File: src/rtl/transpose_pkg.sv
// Shared definitions for the transpose B-matrix streamer: FSM encoding,
// a constant clog2 and the geometry check used at elaboration.
package transpose_pkg;

  // Streamer FSM; the encoding is visible on the debug state output.
  typedef enum logic [2:0] {
    S_IDLE    = 3'd0,
    S_WAITXP  = 3'd1,
    S_ISSUE   = 3'd2,
    S_WAITRSP = 3'd3,
    S_DRAIN   = 3'd4
  } state_e;

  localparam int ROW_IDX_W = 16;
  localparam int ADDR_W    = 32;

  // Ceiling log2 with a floor of 1 so it can size 1-entry counters.
  function automatic int clog2(input int value);
    int r;
    for (r = 1; (1 << r) < value; r++) begin
    end
    return r;
  endfunction

  // A row of B must split into whole beats.
  function automatic bit cols_fit(input int cols, input int lanes);
    return (lanes > 0) && ((cols % lanes) == 0);
  endfunction

endpackage

File: src/rtl/stream_fifo.sv
// Synchronous beat FIFO with count output. Head is presented directly from
// storage so the output beat stays stable while the consumer stalls.
// A push is accepted on a full FIFO only when a pop happens in the same cycle.
module stream_fifo
  import transpose_pkg::*;
#(
  parameter int WIDTH = 8,
  parameter int DEPTH = 4
) (
  input  logic                        clk,
  input  logic                        rst_n,
  input  logic                        push_i,
  input  logic [WIDTH-1:0]            push_data_i,
  input  logic                        pop_i,
  output logic [WIDTH-1:0]            head_o,
  output logic                        empty_o,
  output logic                        full_o,
  output logic [clog2(DEPTH+1)-1:0]   count_o
);

  localparam int PTR_W = clog2(DEPTH);
  localparam int CNT_W = clog2(DEPTH + 1);

  logic [WIDTH-1:0] mem_q [DEPTH];
  logic [PTR_W-1:0] wr_ptr_q, rd_ptr_q;
  logic [CNT_W-1:0] count_q;
  logic             do_push, do_pop;

  assign empty_o = (count_q == '0);
  assign full_o  = (count_q == CNT_W'(DEPTH));
  assign count_o = count_q;
  assign head_o  = mem_q[rd_ptr_q];

  assign do_pop  = pop_i && !empty_o;
  assign do_push = push_i && (!full_o || do_pop);

  // Storage; cleared on reset so the idle head reads as zero.
  always_ff @(posedge clk or negedge rst_n) begin
    if (!rst_n) begin
      for (int i = 0; i < DEPTH; i++) mem_q[i] <= '0;
    end else if (do_push) begin
      mem_q[wr_ptr_q] <= push_data_i;
    end
  end

  // Pointers and occupancy; pointers wrap naturally since DEPTH is a power of 2.
  always_ff @(posedge clk or negedge rst_n) begin
    if (!rst_n) begin
      wr_ptr_q <= '0;
      rd_ptr_q <= '0;
      count_q  <= '0;
    end else begin
      if (do_push) wr_ptr_q <= wr_ptr_q + PTR_W'(1);
      if (do_pop)  rd_ptr_q <= rd_ptr_q + PTR_W'(1);
      case ({do_push, do_pop})
        2'b10:   count_q <= count_q + CNT_W'(1);
        2'b01:   count_q <= count_q - CNT_W'(1);
        default: count_q <= count_q;
      endcase
    end
  end

endmodule

File: src/rtl/transpose_b_streamer.sv
// Reads matrix B element by element through the transpose controller's
// B-read port, packs LANES consecutive columns into a beat and streams the
// beats row-major through a small FIFO.
//
// Handshakes: a beat moves when m_valid && m_ready are both high on a rising
// clk edge; m_valid never depends on m_ready and the head beat is held until
// it moves. On the B port, rd_re is a one-cycle request with rd_row/rd_col
// held until the matching rd_rvalid; only one request is ever outstanding.
module transpose_b_streamer
  import transpose_pkg::*;
#(
  parameter int B_ROWS     = 64,
  parameter int B_COLS     = 64,
  parameter int DATA_W     = 32,
  parameter int LANES      = 4,
  parameter int FIFO_DEPTH = 4
) (
  input  logic                    clk,
  input  logic                    rst_n,
  input  logic                    start,
  output logic                    busy,
  output logic                    done,
  input  logic                    xp_busy,
  output logic                    rd_re,
  output logic [ADDR_W-1:0]       rd_row,
  output logic [ADDR_W-1:0]       rd_col,
  input  logic [DATA_W-1:0]       rd_rdata,
  input  logic                    rd_rvalid,
  output logic                    m_valid,
  input  logic                    m_ready,
  output logic [LANES*DATA_W-1:0] m_data,
  output logic                    m_last,
  output logic [ROW_IDX_W-1:0]    m_row,
  output logic [2:0]              dbg_state_o
);

  localparam int LANE_W  = clog2(LANES);
  localparam int BEAT_W  = LANES * DATA_W;
  localparam int ENTRY_W = ROW_IDX_W + 1 + BEAT_W;
  localparam int CNT_W   = clog2(FIFO_DEPTH + 1);

  if (!cols_fit(B_COLS, LANES)) begin : g_cfg_err
    $error("transpose_b_streamer: B_COLS must be a multiple of LANES");
  end

  state_e              state_q, state_d;
  logic [ADDR_W-1:0]   row_q, row_d, col_q, col_d;
  logic [LANE_W-1:0]   lane_q, lane_d;
  logic [BEAT_W-1:0]   pack_q, pack_d;
  logic                rd_re_q, rd_re_d;
  logic                busy_q, busy_d;
  logic                done_q, done_d;

  logic                push, pop;
  logic [ENTRY_W-1:0]  push_data, fifo_head;
  logic                fifo_empty, fifo_full;
  logic [CNT_W-1:0]    fifo_count;
  logic                row_end, last_elem;

  assign row_end   = (col_q == ADDR_W'(B_COLS - 1));
  assign last_elem = row_end && (row_q == ADDR_W'(B_ROWS - 1));
  assign push_data = {row_q[ROW_IDX_W-1:0], row_end, pack_d};

  assign m_valid = !fifo_empty;
  assign pop     = m_valid && m_ready;
  assign {m_row, m_last, m_data} = fifo_head;

  assign busy        = busy_q;
  assign done        = done_q;
  assign rd_re       = rd_re_q;
  assign rd_row      = row_q;
  assign rd_col      = col_q;
  assign dbg_state_o = state_q;

  stream_fifo #(
    .WIDTH (ENTRY_W),
    .DEPTH (FIFO_DEPTH)
  ) u_fifo (
    .clk         (clk),
    .rst_n       (rst_n),
    .push_i      (push),
    .push_data_i (push_data),
    .pop_i       (pop),
    .head_o      (fifo_head),
    .empty_o     (fifo_empty),
    .full_o      (fifo_full),
    .count_o     (fifo_count)
  );

  // State, address walk, pack register and registered port outputs.
  always_ff @(posedge clk or negedge rst_n) begin
    if (!rst_n) begin
      state_q <= S_IDLE;
      row_q   <= '0;
      col_q   <= '0;
      lane_q  <= '0;
      pack_q  <= '0;
      rd_re_q <= 1'b0;
      busy_q  <= 1'b0;
      done_q  <= 1'b0;
    end else begin
      state_q <= state_d;
      row_q   <= row_d;
      col_q   <= col_d;
      lane_q  <= lane_d;
      pack_q  <= pack_d;
      rd_re_q <= rd_re_d;
      busy_q  <= busy_d;
      done_q  <= done_d;
    end
  end

  // Next-state: request issue, response capture, beat push and completion.
  always_comb begin
    state_d = state_q;
    row_d   = row_q;
    col_d   = col_q;
    lane_d  = lane_q;
    pack_d  = pack_q;
    rd_re_d = 1'b0;
    busy_d  = busy_q;
    done_d  = 1'b0;
    push    = 1'b0;

    case (state_q)
      S_IDLE: begin
        if (start) begin
          state_d = S_WAITXP;
          busy_d  = 1'b1;
          row_d   = '0;
          col_d   = '0;
          lane_d  = '0;
          pack_d  = '0;
        end
      end

      S_WAITXP: begin
        if (!xp_busy) state_d = S_ISSUE;
      end

      S_ISSUE: begin
        // Starting a beat claims a FIFO slot up front; nothing else pushes
        // until that beat is complete, so the push can never hit a full FIFO.
        if (!xp_busy && ((lane_q != '0) || !fifo_full)) begin
          rd_re_d = 1'b1;
          state_d = S_WAITRSP;
        end
      end

      S_WAITRSP: begin
        if (xp_busy) begin
          // The engine took the port back: treat the request as lost and
          // re-issue the same element once the port is free again.
          state_d = S_ISSUE;
        end else if (rd_rvalid) begin
          pack_d[int'(lane_q)*DATA_W +: DATA_W] = rd_rdata;
          if (lane_q == LANE_W'(LANES - 1)) begin
            push   = 1'b1;
            lane_d = '0;
          end else begin
            lane_d = lane_q + LANE_W'(1);
          end
          if (last_elem) begin
            state_d = S_DRAIN;
          end else begin
            state_d = S_ISSUE;
            if (row_end) begin
              col_d = '0;
              row_d = row_q + ADDR_W'(1);
            end else begin
              col_d = col_q + ADDR_W'(1);
            end
          end
        end
      end

      S_DRAIN: begin
        if (fifo_empty || ((fifo_count == CNT_W'(1)) && pop)) begin
          state_d = S_IDLE;
          busy_d  = 1'b0;
          done_d  = 1'b1;
        end
      end

      default: state_d = S_IDLE;
    endcase
  end

endmodule

File: config.mk
export PLATFORM = sky130hd
export DESIGN_NAME = transpose_b_streamer
export DESIGN_NICKNAME = d
export VERILOG_FILES = /design/src/rtl/transpose_pkg.sv /design/src/rtl/stream_fifo.sv /design/src/rtl/transpose_b_streamer.sv
export SDC_FILE = /design/constraint.sdc
export NUM_CORES = 1
export LEC_CHECK = 0
export BUFFER_PORTS_ARGS = -buffer_cell sky130_fd_sc_hd__buf_4
export CORE_AREA = 2 2 296 298
export DETAILED_ROUTE_END_ITERATION = 8
export DIE_AREA = 0 0 298 300
export PLACE_DENSITY_LB_ADDON = 0.3
export SLEW_MARGIN = 20
export SYNTH_ARGS = -nofsm -noshare
export SYNTH_HDL_FRONTEND = slang
export SYNTH_HIERARCHICAL = 1
export SYNTH_SLANG_ARGS = --single-unit
File: constraint.sdc
create_clock -name clk -period 2.9 [get_ports clk]
set_input_delay 0.58 -clock clk [delete_from_list [all_inputs] [get_ports clk]]
set_output_delay 0.58 -clock clk [all_outputs]
set_load 0.02 [all_outputs]
==> flow_summary.ini, run 1 <==
[status]
status = finished with violations
violations = setup timing

[critical_path]
cp_slowest_cell = mux4_2
cp_max_fo = 33
required_ns = 2.32
worstPathArrival_ns = 2.35
worst_setup_path_end_kind = output pin
slowest_delay_ns = 0.68
cp-start-kind = flop
criticalPathCategory = flop to output pin
cp_top_family = multiplexers
path_buf_inv = 3
crit_chain = buf_12 -> buf_16 -> mux4_2 -> buf_6

[power]
power.switching_mw = 7.59
power_frac_clock_pct = 40.5
p_seq_share_pct = 41.8
swShare_pct = 27.4
pwr-share-comb_pct = 17.6
power_density_nw_per_um2 = 666
power.internal_mw = 20.1
vdd_drop_max_mv = 0.437
leakage_nw = 20.1

[cts]
cts.sinks = 787
clk_latency_ns = 0.66
cts_made_buffers = 84
h-tree-depth = 3
cts_tree = done
clk_path_buf_depth = 3
clockRootBuffer = clkbuf_16
cts.clk_slew.worst_paths_ns = 0.06

[synth]
ys_seq_elements = 787
seq_area_frac_synth_pct = 57.6
synth.distinct_cells = 60
syn_area_per_cell_um2 = 15.3
syn_inst = 2234
synth.net_count = 2286
syn_area_um2 = 34200
synthArstFlopShare_pct = 100
synthFlopType = dfrtp_1
synth-edff-count = 0
yosys_warnings = 6

[floorplan]
die_h_um = 300
core-area_um2 = 86200
io_pins = 254
row_count = 108
die_area_um2 = 89400
initial_core_util_pct = 39.7
fp.dieW_um = 298

[global_routing]
grt_pass1_wl_mm = 144
grt_start_max_net_pins = 96
antenna_found_initial = 4
gr-usage-all-layers_pct = 21.1
grt_pass1_vias = 22700
grt_overflow_total = 0

[cells_and_area]
multi_input_area_um2 = 13700
layout.nets = 2599
drive_above_1_share_pct = 40.7
regArea_um2 = 19700
fill_cells = 7368
final_core_util_pct = 48.2
area.growth.synth_to_final_pct = 21.5

[sta]
worst_slack_ns = -0.0338
finalMaxSlewViolations = 0
setup_viol = 1
hold_viol = 0
post-route-period-util_pct = 101
clock-skew-final_ns = 0.0376
worstMarginPinSlew_ns = 0.857
fmax_ghz = 0.341
rsz0062_at_grt = yes
post-route-min-period_ns = 2.93
slew-limit-headroom_pct = 42.8

[route]
initialDrtViolationCount = 1358
vias = 21200
drtAntennaViolNets = 0
totalWireLength_mm = 95.1
wl_per_cell_um = 25.2
drc = 0
viasPerCell = 5.62
firstDrtPassIters = 7

[placed_design]
port_buffers = 253
preCtsSetupSlack_ns = 0.221
dp_hpwl_mm = 61.7
gp_congestion = 0.852

[worst_hold_path]
min_path_type = primary input to flop

[run]
cap_violations = 0
tightest hold or removal path, cell delays in order:
cell     delay [ns]
buf_4          0.11
a21oi_1        0.06
nor3b_1        0.15
metal layers:
layer	track usage [%]	routed length [um]	vias up
met3	3.15	4010	122
met5	0	0	-
met2	36.2	47900	502
met1	27.6	40300	11500
met4	7.21	2890	0
li1	-	-	9076
cell families after synthesis:
logic type / Yosys count / synth area share (%)
AOI/OAI and AO/OA: 295 / 6.16
xor gates and xnor gates: 6 / 0.154
adders and majority gates: 14 / 0.534
buffers and inverters: 156 / 2.55
DFF: 787 / 57.6
muxes: 727 / 28.7
and+or+nand+nor: 249 / 4.34
state kept, by name, indices dropped and copies added, names as in the netlist, 2 cells and up:
| register | flops |
|---|---|
| rd_row | 32 |
| rd_col | 32 |
| u_fifo/mem_q | 580 |
| u_fifo/count_o | 3 |
| pack_q | 128 |
| u_fifo/wr_ptr_q | 2 |
| dbg_state_o | 3 |
| u_fifo/rd_ptr_q | 2 |
| lane_q | 2 |
cells in the mapped netlist, types with 3 or more instances:
master | n | area share (%)
buf_2 | 61 | 0.89
a21oi_1 | 37 | 0.54
nand3_1 | 32 | 0.47
nor4_1 | 11 | 0.20
a31oi_1 | 10 | 0.18
clkbuf_1 | 47 | 0.52
ha_1 | 13 | 0.48
nor3_1 | 10 | 0.15
nor4_2 | 4 | 0.15
nor2b_1 | 7 | 0.13
inv_1 | 10 | 0.11
or3_1 | 9 | 0.16
buf_4 | 6 | 0.13
a41oi_1 | 3 | 0.077
o31ai_1 | 21 | 0.46
buf_6 | 25 | 0.82
xor2_1 | 3 | 0.077
nand4_1 | 23 | 0.42
xnor2_1 | 3 | 0.077
dfrtp_1 | 787 | 58
and2_1 | 4 | 0.073
or4_1 | 10 | 0.22
o41ai_1 | 3 | 0.077
mux2_2 | 381 | 13
nor2_1 | 36 | 0.39
nand2_1 | 56 | 0.61
nor2_4 | 5 | 0.16
mux4_2 | 145 | 9.5
buf_1 | 6 | 0.066
mux2_1 | 200 | 6.6
nor4_4 | 5 | 0.31
a22o_1 | 128 | 3.3
and3_1 | 15 | 0.27
nand2b_1 | 5 | 0.091
o21ai_0 | 73 | 1.1
o211ai_1 | 8 | 0.18
layout make-up:
class,instances,share of cell area (%)
multi-input cells,1291,33.0
clock inverters,30,1.13
inverters,10,0.0903
diodes,1,0.00602
clock buffers,126,5.94
repair buffers,373,9.00
well taps,1155,3.48
flip-flops and latches,787,47.4
path summary, 6_finish.rpt:
check / slack, ns / endpoint / cells after the start / startpoint
setup / recovery: -0.03 / m_data[35] / 4 / u_fifo/rd_ptr_q[0]
hold / removal: 0.31 / rd_re / 3 / xp_busy
setup reg to reg: 0.30 / u_fifo/count_o[2] / 10 / u_fifo/count_o[0]
hold reg to reg: 0.48 / u_fifo/mem_q[265] / 1 / u_fifo/mem_q[265]
max in group asynchronous: 1.30 / pack_q[42] / 3 / rst_n
min in group asynchronous: 0.50 / rd_col[15] / 2 / rst_n
stage by stage:
| stage | hold slack [ns] | area (um2) | TNS (ns) | power (mW) | instances |
|---|---|---|---|---|---|
| after floorplan | 0.284 | 34200 | 0 | 14.5 | 2234 |
| after global placement | 0.461 | 38200 | 0 | 16.2 | 3600 |
| after detailed placement | 0.469 | 38200 | 0 | 16.3 | 3600 |
| after CTS | 0.283 | 41300 | -1.56 | 27.8 | 3764 |
| after global routing | 0.301 | 41600 | -1.10 | 28.8 | 3772 |
| final | 0.314 | 41600 | -0.0338 | 27.7 | 3773 |
layout by cell type, fill, tap and decap left out, drive strengths merged, types with 14 or more instances in the layout:
cell,n
a21oi,37
a22o,128
and3,15
buf,368
clkbuf,130
clkinv,16
dfrtp,787
inv,14
mux2,581
mux4,145
nand2,56
nand3,34
nand4,24
nor2,42
nor4,20
o21ai,75
o31ai,22
power groups by stage:
stage	sequential [mW]	combinational, mW	clock, mW
2_1_floorplan	11.8	2.77	0
3_3_place_gp	11.8	4.40	0
3_5_place_dp	11.8	4.48	0
4_1_cts	11.6	4.70	11.5
5_1_grt	11.6	5.24	12.0
6_report	11.6	4.87	11.2
repair_timing:
| action | in CTS | in global routing |
|---|---|---|
| setup buffers | 7 | 3 |
| endpoints found under the setup margin | 117 | 89 |
| pin swaps | 0 | 0 |
| gates resized for setup | 14 | 44 |
| hold buffers | 1 | 0 |
| gates cloned | 0 | 5 |
| endpoints found under the hold margin | 47 | 0 |
Note: power is estimated with default switching activity, not from simulation.
==> inputs of run 2 (changes only) <==
--- a/config.mk
+++ b/config.mk
@@ -6,9 +6,9 @@
 export NUM_CORES = 1
 export LEC_CHECK = 0
 export BUFFER_PORTS_ARGS = -buffer_cell sky130_fd_sc_hd__buf_4
-export CORE_AREA = 2 2 296 298
+export CORE_AREA = 2 2 242 244
 export DETAILED_ROUTE_END_ITERATION = 8
-export DIE_AREA = 0 0 298 300
+export DIE_AREA = 0 0 244 246
 export PLACE_DENSITY_LB_ADDON = 0.3
 export SLEW_MARGIN = 20
 export SYNTH_ARGS = -nofsm -noshare
==> constraint.sdc (replaced) <==
create_clock -name clk -period 2.9 [get_ports clk]
set_input_delay 0.58 -clock clk [delete_from_list [all_inputs] [get_ports clk]]
set_output_delay 0.58 -clock clk [all_outputs]
set_load 0.005 [all_outputs]
==> run 2 against run 1 <==
The flow still finishes with violations (setup timing). Global-route usage up 9.1 points. Sequential power about the same. Worst hold slack worse by 0.012 ns. Total power down 3.1%. Critical path depth did not move. Maximum frequency grew 1.1%. Register-to-register slack worse by 0.02 ns. Die area shrank 33%.
==> flow_summary.ini, run 2 (same netlist as run 1, synthesis figures left out) <==
[cts]
cts.sinks = 787
clockRootBuffer = clkbuf_16
h-tree-depth = 3
cts_tree = done
clk_latency_ns = 0.63
cts_made_buffers = 81
cts.clk_slew.worst_paths_ns = 0.06
clk_path_buf_depth = 3

[floorplan]
initial_core_util_pct = 59.6
core-area_um2 = 57400
fp.dieW_um = 244
die_h_um = 246
io_pins = 254
die_area_um2 = 60000
row_count = 88

[global_routing]
grt_start_max_net_pins = 78
grt_pass1_vias = 22900
grt_pass1_wl_mm = 137
antenna_found_initial = 3
gr-usage-all-layers_pct = 30.2
grt_overflow_total = 0

[critical_path]
slowest_delay_ns = 0.59
cp_max_fo = 13
worstReg2RegStart = rd_col[1]
required_ns = 2.32
cp-start-kind = flop
worstPathArrival_ns = 2.32
criticalPathCategory = flop to output pin
r2r_slack_ns = 0.28
worst_setup_path_end_kind = output pin
cp_slowest_cell = mux4_2
crit_chain = buf_12 -> buf_12 -> mux4_2 -> buf_4
worstReg2RegEnd = rd_row[30]
critical_path.most_common_cell = buf_12
rr_worst_depth = 7

[placed_design]
place_inst = 3216
placed_area_um2 = 37700
gp_congestion = 0.873
dp_hpwl_mm = 57.0
port_buffers = 253

[cells_and_area]
final_cell_mix = dfrtp_1, mux2_2, buf_4, mux2_1, mux4_2
largest_reg_flops = 580
final_common_cell = dfrtp_1
fin_area_um2 = 40600
num_antenna_cells = 0
fill_cells = 3612
regMostFlops = u_fifo/mem_q
drive_above_1_share_pct = 40.5
reg.largest.list = u_fifo/mem_q x580, pack_q x128
fin_cells = 3371
layout.nets = 2594
area.growth.synth_to_final_pct = 18.6

[power]
vdd_drop_max_mv = 0.603
power_density_nw_per_um2 = 661
leakage_nw = 19.9

[route]
viasPerCell = 6.36
wl_per_cell_um = 26.3
drc = 0
drtAntennaViolNets = 0
firstDrtPassIters = 5
totalWireLength_mm = 88.5
vias = 21400
initialDrtViolationCount = 1650

[worst_hold_path]
hp-start = xp_busy
min_to = dbg_state_o[1]
min_path_type = primary input to flop
whs_path_depth = 4

[sta]
hold_viol = 0
clock-skew-final_ns = 0.0209
post-route-min-period_ns = 2.90
slew-limit-headroom_pct = 41.1
worst_slack_ns = -0.00129
fmax_ghz = 0.345
setup_viol = 1
finalMaxSlewViolations = 0
post-route-period-util_pct = 100
rsz0062_at_grt = yes
tns_ns = -0.00129
worstMarginPinSlew_ns = 0.880

[status]
status = finished with violations
violations = setup timing

[run]
cap_violations = 0
## run 2: changes by cell type in the layout (fill, tap and decap cells not counted), moves of 3 or more
cell | previous run | this run
clkbuf_1 | 21 | 18
clkinv_16 | 3 | 0
buf_6 | 55 | 2
clkbuf_16 | 88 | 82
buf_12 | 46 | 49
clkinvlp_4 | 2 | 5
buf_4 | 262 | 318
buf_16 | 4 | 0
clkbuf_8 | 21 | 12
## run 2: per-layer routing
metal / track usage [%] / routed length, um / vias up
met4: 11.6 / 3190 / 6
met5: 0 / 34 / -
li1: - / - / 9069
met2: 49.0 / 43300 / 794
met3: 5.21 / 5510 / 187
met1: 41.4 / 36500 / 11400
## run 2: what timing repair did
action                                  4_1_cts  5_1_grt
cloned                                        0        0
buffers inserted                              5        2
hold buffers                                  1        0
resized for setup                             2        0
endpoints found under the hold margin        15        0
endpoints found under the setup margin      132       15
## run 2: worst max path at each step
stage,start,endpoint,slack [ns],depth (start not counted)
2_1_floorplan,u_fifo/count_o[0],u_fifo/count_o[2],0.46,11
3_3_place_gp,xp_busy,rd_row[9],0.34,9
3_5_place_dp,xp_busy,u_fifo/mem_q[82],0.29,8
4_1_cts,u_fifo/rd_ptr_q[0],m_data[111],-0.04,4
5_1_grt,u_fifo/rd_ptr_q[0],m_data[107],-0.04,4
6_report,u_fifo/rd_ptr_q[0],m_data[111],-0.001,4
## run 2: layout make-up
cell class                      count  area (um2)  area share, %
Timing Repair Buffer              371        3420           8.42
Multi-Input combinational cell   1291       13700           33.7
Clock buffer                      112        2280           5.63
Inverter                           10        37.5         0.0925
Tap cell                          765         957           2.36
Clock inverter                     35         493           1.22
Sequential cell                   787       19700           48.6
## run 2: power by group
group / leakage [nW] / switching, mW / internal [mW]
Clock: 1.35 / 4.31 / 6.44
Combinational: 7.63 / 2.57 / 1.86
Sequential: 10.9 / 0.268 / 11.4
Total: 19.9 / 7.15 / 19.7
## run 2: worst max-delay path: cells and delay by family, from the launching register on
family	cells	cell delay [ns]
buffers and inverters	3	0.57
muxes	1	0.59
DFF	1	0.53
## run 2: metrics by stage
step           setup WS [ns]  hold WS [ns]  util (%)  power [mW]
2_1_floorplan          0.462         0.284         -        14.5
3_3_place_gp           0.338         0.461      65.8        16.1
3_5_place_dp           0.294         0.471      65.8        16.2
4_1_cts              -0.0376         0.272      70.7        27.0
5_1_grt              -0.0364         0.308      70.7        27.8
6_report            -0.00129         0.302      70.7        26.8
==> inputs of run 3 (changes only) <==
--- a/config.mk
+++ b/config.mk
@@ -10,6 +10,7 @@
 export DETAILED_ROUTE_END_ITERATION = 8
 export DIE_AREA = 0 0 244 246
 export PLACE_DENSITY_LB_ADDON = 0.3
+export RECOVER_POWER = 50
 export SLEW_MARGIN = 20
 export SYNTH_ARGS = -nofsm -noshare
 export SYNTH_HDL_FRONTEND = slang
==> run 3 against run 2 <==
The run ends with capacitance limit, slew limit left. Final area shrank 0.60%. Wire length shrank 0.21%. Global-route usage is the same. Via count grew 0.22%. Die area is the same. Final cell count is the same. Worst hold slack gained 0.0019 ns. Flip-flop and latch count is the same. Core utilization shrank 0.43 points. Largest power group unchanged.
==> flow_summary.ini, run 3 (same netlist as run 1, synthesis figures left out) <==
[global_routing]
gr-usage-all-layers_pct = 30.2
grt_pass1_vias = 22900
antenna_found_initial = 3
grt_pass1_wl_mm = 137
grt_overflow_total = 0
grt_start_max_net_pins = 78

[sta]
post-route-min-period_ns = 2.89
post-route-period-util_pct = 99.7
clock-skew-final_ns = 0.0205
finalMaxSlewViolations = 59
worst_slack_ns = 0.00830
tns_ns = 0
rsz0062_at_grt = yes
setup_viol = 0
hold_viol = 0
fmax_ghz = 0.346
slew-limit-headroom_pct = -54.0
worstMarginPinSlew_ns = 2.31

[critical_path]
worst_setup_path_end_kind = output pin
endpoint = m_data[111]
required_ns = 2.32
worstReg2RegStart = rd_col[1]
worstReg2RegEnd = rd_row[25]
worstPathArrival_ns = 2.31
rr_worst_depth = 7
cp-startpoint = u_fifo/rd_ptr_q[0]
r2r_slack_ns = 0.17
cp_max_fo = 13
criticalPathCategory = flop to output pin
cp-start-kind = flop

[status]
status = finished with violations
violations = capacitance limit, slew limit

[cells_and_area]
fin_cells = 3371
reg.largest.list = u_fifo/mem_q x580, pack_q x128
largest_reg_flops = 580
final_common_cell = dfrtp_1
fin_area_um2 = 40300
regArea_um2 = 19700
layout.nets = 2594
multi_input_area_um2 = 13600
drive_above_1_share_pct = 39.5
regMostFlops = u_fifo/mem_q
final_cell_mix = dfrtp_1, mux2_2, buf_4, mux2_1, mux4_2
num_antenna_cells = 0
fill_cells = 3665
area.growth.synth_to_final_pct = 17.9

[route]
totalWireLength_mm = 88.3
viasPerCell = 6.37
wl_per_cell_um = 26.2
dr.max_layer_used = met5
wl_met1_mm = 36.4
wl_met2_mm = 43.3
initialDrtViolationCount = 1616
dr_wl_met3_mm = 5.51
drtAntennaViolNets = 0
drc = 0
vias = 21500
firstDrtPassIters = 5

[floorplan]
fp.dieW_um = 244
row_count = 88
core-area_um2 = 57400
die_h_um = 246
io_pins = 254
die_area_um2 = 60000
initial_core_util_pct = 59.6

[power]
power_density_nw_per_um2 = 663
finalPower_mw = 26.7
vdd_drop_max_mv = 0.599
leakage_nw = 19.8

[cts]
clk_path_buf_depth = 3
clockRootBuffer = clkbuf_16
cts.sinks = 787
h-tree-depth = 3
clk_latency_ns = 0.63
cts.clk_slew.worst_paths_ns = 0.06
cts_tree = done
cts_made_buffers = 81

[worst_hold_path]
min_path_type = primary input to flop

[placed_design]
placed_area_um2 = 37700
preCtsSetupSlack_ns = 0.294
dp_hpwl_mm = 57.0
gp_congestion = 0.873
place_inst = 3216
port_buffers = 253

[run]
cap_violations = 1
[run 3: changes by cell type in the layout (fill, tap and decap cells not counted), moves of 2 or more]
cell      previous run  this run
nor3_2               3         1
clkbuf_1            18        36
buf_2                0         2
nor3_1               9        11
buf_4              318       234
clkbuf_4             0        59
a21oi_1             33        35
buf_8                1         3
clkbuf_2             0        10
buf_6                2         6
buf_12              49        38
[run 3: final cells by class]
cell class / count / area share [%]
clock buffer: 112 / 5.67
clock inverter: 35 / 1.22
inverter: 10 / 0.0931
multi-input combinational: 1291 / 33.8
sequential: 787 / 48.9
tap: 765 / 2.37
timing repair buffer: 371 / 7.96
[run 3: routing by layer]
layer / vias up / GRT usage (%)
met5: - / 0
met4: 6 / 11.6
met3: 184 / 5.21
met2: 838 / 49.0
met1: 11400 / 41.4
li1: 9068 / -
[run 3: what timing repair did]
item	in CTS	in global routing
cloned	0	0
hold buffers	1	0
pin swaps	0	0
gates resized for setup	2	0
buffers inserted	5	2
setup endpoints to repair	132	15
hold endpoints to repair	15	0
[run 3: power breakdown]
part	switching (mW)	internal, mW
Sequential	0.262	11.4
Clock	4.29	6.44
Combinational	2.55	1.82
[run 3: worst min path at each step]
stage / from / endpoint / slack [ns] / cells past startpoint
2_1_floorplan: rst_n / busy / 0.28 / 0
3_3_place_gp: u_fifo/mem_q[246] / u_fifo/mem_q[246] / 0.46 / 1
3_5_place_dp: u_fifo/mem_q[253] / u_fifo/mem_q[253] / 0.47 / 1
4_1_cts: xp_busy / rd_re / 0.27 / 3
5_1_grt: xp_busy / rd_re / 0.31 / 3
6_report: xp_busy / rd_re / 0.30 / 3
[run 3: critical path: stages, from the launching register on]
cell and delay (ns):
dfrtp_4 0.52, buf_12 0.21, buf_12 0.19, mux4_2 0.58
buf_4 0.17
[run 3: stage by stage]
| stage | utilization [%] | hold slack (ns) |
|---|---|---|
| finish | 70.3 | 0.304 |
| floorplan | - | 0.284 |
| global route | 70.3 | 0.308 |
| global placement | 65.8 | 0.461 |
| detailed placement | 65.8 | 0.471 |
| CTS | 70.7 | 0.272 |
